<file path="src/rtl/read_iq.sv">
// Byte-stream to paired I/Q writer: gathers I_lo, I_hi, Q_lo, Q_hi from a FWFT byte FIFO,
// scales each 16-bit sample by 2^QUANT_BITS and pushes I and Q into their FIFOs together.
module read_iq #(
  parameter int DATA_WIDTH = 32,
  parameter int BYTE_WIDTH = 8,
  parameter int QUANT_BITS = 10
) (
  input  logic                         clk,
  input  logic                         rst,
  output logic                         in_rd_en,
  input  logic                         in_empty,
  input  logic [BYTE_WIDTH-1:0]        in_dout,
  output logic                         i_wr_en,
  output logic                         q_wr_en,
  input  logic                         i_full,
  input  logic                         q_full,
  output logic signed [DATA_WIDTH-1:0] i_din,
  output logic signed [DATA_WIDTH-1:0] q_din
);

  localparam int SAMPLE_W = 2 * BYTE_WIDTH;

  typedef enum logic {READ, WRITE} state_t;

  state_t                state, state_next;
  logic [1:0]            idx, idx_next;
  logic [BYTE_WIDTH-1:0] byte_p0 [4];
  logic                  consume;
  logic                  wr;

  // Exact for any legal parameter set: SAMPLE_W + QUANT_BITS must not exceed DATA_WIDTH.
  function automatic logic signed [DATA_WIDTH-1:0] quantize(
    input logic [BYTE_WIDTH-1:0] hi,
    input logic [BYTE_WIDTH-1:0] lo
  );
    logic signed [SAMPLE_W-1:0]   s;
    logic signed [DATA_WIDTH-1:0] ext;
    s   = $signed({hi, lo});
    ext = DATA_WIDTH'(s);
    return ext <<< QUANT_BITS;
  endfunction

  always_comb begin
    state_next = state;
    idx_next   = idx;
    in_rd_en   = 1'b0;
    consume    = 1'b0;
    wr         = 1'b0;
    i_din      = '0;
    q_din      = '0;
    case (state)
      READ: begin
        if (!in_empty) begin
          in_rd_en = 1'b1;
          consume  = 1'b1;
          idx_next = idx + 2'd1;
          if (idx == 2'd3) state_next = WRITE;
        end
      end
      WRITE: begin
        if (!i_full && !q_full) begin
          wr         = 1'b1;
          i_din      = quantize(byte_p0[1], byte_p0[0]);
          q_din      = quantize(byte_p0[3], byte_p0[2]);
          state_next = READ;
        end
      end
      default: state_next = READ;
    endcase
    // Reset wins over everything: no byte is popped and a pending sample is dropped.
    if (rst) begin
      in_rd_en = 1'b0;
      consume  = 1'b0;
      wr       = 1'b0;
      i_din    = '0;
      q_din    = '0;
    end
  end

  assign i_wr_en = wr;
  assign q_wr_en = wr;

  // Stage p0: byte capture into the slot chosen by the running byte index
  always_ff @(posedge clk) begin
    if (rst) begin
      state <= READ;
      idx   <= 2'd0;
      for (int k = 0; k < 4; k++) byte_p0[k] <= '0;
    end else begin
      state <= state_next;
      idx   <= idx_next;
      if (consume) byte_p0[idx] <= in_dout;
    end
  end

endmodule

</file>
<file path="config.mk">
export PLATFORM = sky130hd
export DESIGN_NAME = read_iq
export DESIGN_NICKNAME = d
export VERILOG_FILES = /design/src/rtl/read_iq.sv
export SDC_FILE = /design/constraint.sdc
export NUM_CORES = 1
export LEC_CHECK = 0
export CAP_MARGIN = 20
export CORE_ASPECT_RATIO = 0.5
export CORE_MARGIN = 3
export CORE_UTILIZATION = 42
export DETAILED_ROUTE_END_ITERATION = 8
export PLACE_DENSITY = 0.91
export REMOVE_ABC_BUFFERS = 1
export SLEW_MARGIN = 20
export SYNTH_ARGS = -nofsm -noshare
export SYNTH_HDL_FRONTEND = slang
export SYNTH_SLANG_ARGS = --single-unit
</file>
<file path="constraint.sdc">
create_clock -name clk -period 2.2 [get_ports clk]
set_input_delay 0.22 -clock clk [delete_from_list [all_inputs] [get_ports clk]]
set_output_delay 0.22 -clock clk [all_outputs]
set_load 0.02 [all_outputs]
</file>
# --- Word-level counts from Yosys, hierarchy flattened ---
# Memory sizes are Yosys's and may differ from the RTL's.
# Index checks and enable logic that the tools add are counted.
totals:
  reg_bits: 3
  ram_bits: 32
  in_bits: 13
  out_inout_bits: 67
  wordCells: 36
  n_memories: 1
op_classes:
  n_addsub: 1
  n_eq_ne: 1
  n_mux: 24
  n_bitwise: 2
  n_reduce_logical: 5
mem_list:
  columns: ["name", "words", "word_bits", "rd", "rd_ports_with_merged_regs", "wr", "line", "source"]
  rows:
  - ["byte_p0", 4, 8, 4, 0, 4, "27", "logic [BYTE_WIDTH-1:0] byte_p0 [4];"]
op_table:
  columns: ["cell", "n"]
  rows:
  - ["$mux 32", 6]
  - ["$mux 1", 15]
  - ["$mux 8", 1]
  - ["$reduce_or 8->1", 1]
  - ["$add 2x1->2 const B", 1]
  - ["$eq 2x2->1 const B", 1]
  - ["$logic_not 1->1", 2]
  - ["$mux 2", 1]
  - ["$not 1->1", 2]
  - ["$pmux 1 s2", 1]
  - ["$reduce_and 2->1", 1]
  - ["$logic_and 1x1->1", 1]

# --- Depth between registers and ports, before layout ---
# Gate-level depths: netlist of run 1.
logic_depth:
  depth_word: 8
  ltp_mapped: 4
  depth_no_buf: 3

# --- Worst setup path before layout of run 1 ---
# Ideal clock, no wire load.
synth_timing:
  path_kind: "register -> register"
  from: "reg idx[0]"
  to: "mem byte_p0[0][0], enable pin"
  setup_time_ns: 0.387
  arrival_ns: 1.508
  t_required_ns: 1.813
  setup_slack_ns: 0.305
  stages_incl_launch_ff: 4
  n_path_buf: 1
  period_less_slack_ns: 1.895
  cell_sequence: "dfxtp_1 -> or2_2 -> clkbuf_1 -> o31ai_1"
synth_lines:
  columns: ["item", "line", "source"]
  rows:
  - ["from (decl)", "26", "logic [1:0] idx, idx_next;"]
  - ["from (signal assigned)", "91", "idx <= idx_next;"]
  - ["to (decl)", "27", null]

# --- Worst setup path in the final report of run 1 ---
layout_timing:
  from: "in rst"
  to: "out i_din[19]"
layout_via:
  elab_chain_len: 1
layout_lines:
  columns: ["item", "line", "source"]
  rows:
  - ["from (decl)", "9", "input logic rst,"]
  - ["$mux 32", "71", "if (rst) begin"]
  - ["to (decl)", "17", "output logic signed [DATA_WIDTH-1:0] i_din,"]
# Every way passes these cells.

==> run metrics, run 1 <==
status finished, final reports clean; Layout area overhead 32.7%; Post-synth EDFFs 32; Remaining DRCs 0; slowest library cell on the worst path clkdlybuf4s50_1; Core Area 4080 µm²; clock root buffer clkbuf_8; Critical Path RT 1.98 ns; HP Class reg -> reg; Site Rows 16; Clock Path Buffers 2; total global-route track usage 0.154; Final setup violation count 0; post-DP HPWL 3040 µm; max-cap violations 0; IO buf count 59; Die Y 53.3 µm; Hold Vio Cnt, Final 0; first-pass GRT wire length 6020 µm; crit path capture type output port; register clock-pin slew on the reported worst setup and hold paths 0.07 ns; average wire per standard cell 14.6 µm; vias in the first global route 1176; Inserted Diodes 0; Die W 101 µm; most frequent CP cell buf_4; power per cell area 604 nW/µm²; Register Area 1020 µm²; most frequent cells in the layout dlygate4sd2_1 (34), edfxtp_1 (32), and2_1 (31); RePlAce Congestion 0.755; worst path bufs/invs 5; crit path from rst; most common cell after layout, fill and taps aside dlygate4sd2_1; area of the multi-input gates 613 µm²; H-tree levels 2; Yosys reg bits 35; fillers 314; min-delay src idx[0]$_SDFFE_PP0P_; Synth Area per Inst 10.9 µm²; hold_buf cts 0; TritonCTS clock tree built; TNS Setup 0 ns; Design Power 1.50 mW; cell family with most CP delay buffers and inverters; Fmax 473 MHz; grt ovf 0; I/O pin total 80; crit path kind in -> out; largest net degree at the start of global routing 20; die area 5350 µm²; post-route ant nets 0; period utilization 0.962; starting density of the core 0.459; CTS Buf Count 5; RSZ-0062 raised after global routing false; layout cells sized above 1 0.128; ys async rst share 0; share of the synthesized area in the top cell type 0.512; clock sink count 35; vias 1313; final worst path period need 2.12 ns; arrival time at the worst endpoint 1.90 ns; drt pass-1 iters 4; Area contributors post-synth edfxtp_1 (51%), buf_4 (13%), and2_1 (11%); Vias/cell 4.67; fin. max-slew vios 0; clock skew 0.00874 ns; Slowest Stage Delay on Critical Path 0.46 ns; mapped cell area 1880 µm²; Leak 1.22 nW; Worst-Skew Late Latency 0.29 ns; Starting DRT DRC Count 144; dpl cell area 2400 µm²; final WL 4110 µm; Crit Path Max Fanout 11; Unique masters post-synth 23; Synth warnings 0; initial antenna violation count 0; final net count 240; worst vdd ir 0.270 mV; crit path cell chain clkdlybuf4s50_1, nor4b_4, buf_4, buf_4, buf_4, and2_1, dlygate4sd2_1; Most used DFF post-synth edfxtp_1; area leader, netlist edfxtp_1; Mapped Cells 172; launch point of the worst reg-to-reg path idx[0]$_SDFFE_PP0P_; sequential-to-total area share from yosys stat 0.544; CP startpoint kind primary input; final instance area 2490 µm²
-- cell families after synthesis --
kind of cell / share of synthesized area
AOI/OAI and AO/OA: 0.0320
and+or+nand+nor: 0.243
DFF: 0.544
buffers and inverters: 0.172
adders and majority gates: 0.00667
other: 0.00200
-- path summary, 6_finish.rpt --
| path | cells after the start | endpoint | slack [ns] |
|---|---|---|---|
| min | 2 | idx[0]$_SDFFE_PP0P_ | 0.54 |
| min reg2reg | 2 | idx[0]$_SDFFE_PP0P_ | 0.54 |
| max reg2reg | 3 | byte_p0[0][0]$_SDFFCE_PN0P_ | 0.72 |
| max | 7 | i_din[19] | 0.08 |
-- through the flow --
step,setup slack (ns),hold slack (ns),utilization,instances
3_3_place_gp,0.000463,0.515,0.588,271
3_5_place_dp,-0.120,0.533,0.588,271
5_1_grt,0.00286,0.562,0.609,281
2_1_floorplan,-1.37,0.289,-,148
6_report,0.0843,0.543,0.609,281
4_1_cts,0.0434,0.543,0.606,281
-- power by group --
| group | switching [mW] | internal (mW) |
|---|---|---|
| Combinational | 0.0933 | 0.0508 |
| Clock | 0.241 | 0.337 |
| Sequential | 0.0113 | 0.769 |
| Total | 0.346 | 1.16 |
-- state kept, by name, indices dropped and copies added, names as in the netlist --
register  count
idx           2
state         1
byte_p0      32
-- worst min-delay path: stages (launching register included) --
cell and delay, ns:
dfxtp_1 0.35, o21ai_0 0.09, a21oi_1 0.06
-- final cells by class --
| cell class | instances | share of cell area |
|---|---|---|
| Sequential cell | 35 | 0.410 |
| Clock buffer | 5 | 0.0277 |
| Multi-Input combinational cell | 104 | 0.246 |
| Inverter | 9 | 0.0136 |
| Timing Repair Buffer | 71 | 0.257 |
| Tap cell | 54 | 0.0271 |
| Clock inverter | 3 | 0.0176 |
-- what timing repair did --
item,CTS,global route
gates resized for setup,44,10
setup buffers,2,0
pin swaps,1,0
endpoints found under the setup margin,44,10
-- layer usage --
layer	wire [µm]	vias to the layer above	track usage
met2	2100	75	0.277
met1	1610	611	0.178
met5	0	-	0
li1	-	623	-
met3	367	4	0.0421
met4	27	0	0.0559
-- cells in the mapped netlist, types with 2 or more instances --
cell type	instances
buf_4	33
and2_1	32
edfxtp_1	32
nor2_1	24
inv_1	9
clkbuf_1	7
or4b_4	5
o31ai_1	4
a21oi_1	3
buf_2	3
dfxtp_1	3
o21ai_0	3
or4b_1	3
nand2b_1	2
Note: power is estimated with default switching activity, not from simulation.
==> run 2: changes to the inputs <==
--- a/config.mk
+++ b/config.mk
@@ -12,7 +12,6 @@
 export DETAILED_ROUTE_END_ITERATION = 8
 export PLACE_DENSITY = 0.91
 export REMOVE_ABC_BUFFERS = 1
-export SLEW_MARGIN = 20
 export SYNTH_ARGS = -nofsm -noshare
 export SYNTH_HDL_FRONTEND = slang
 export SYNTH_SLANG_ARGS = --single-unit
==> results of run 2 <==
The final DEF is identical to that of run 1; final timing and power are the same.
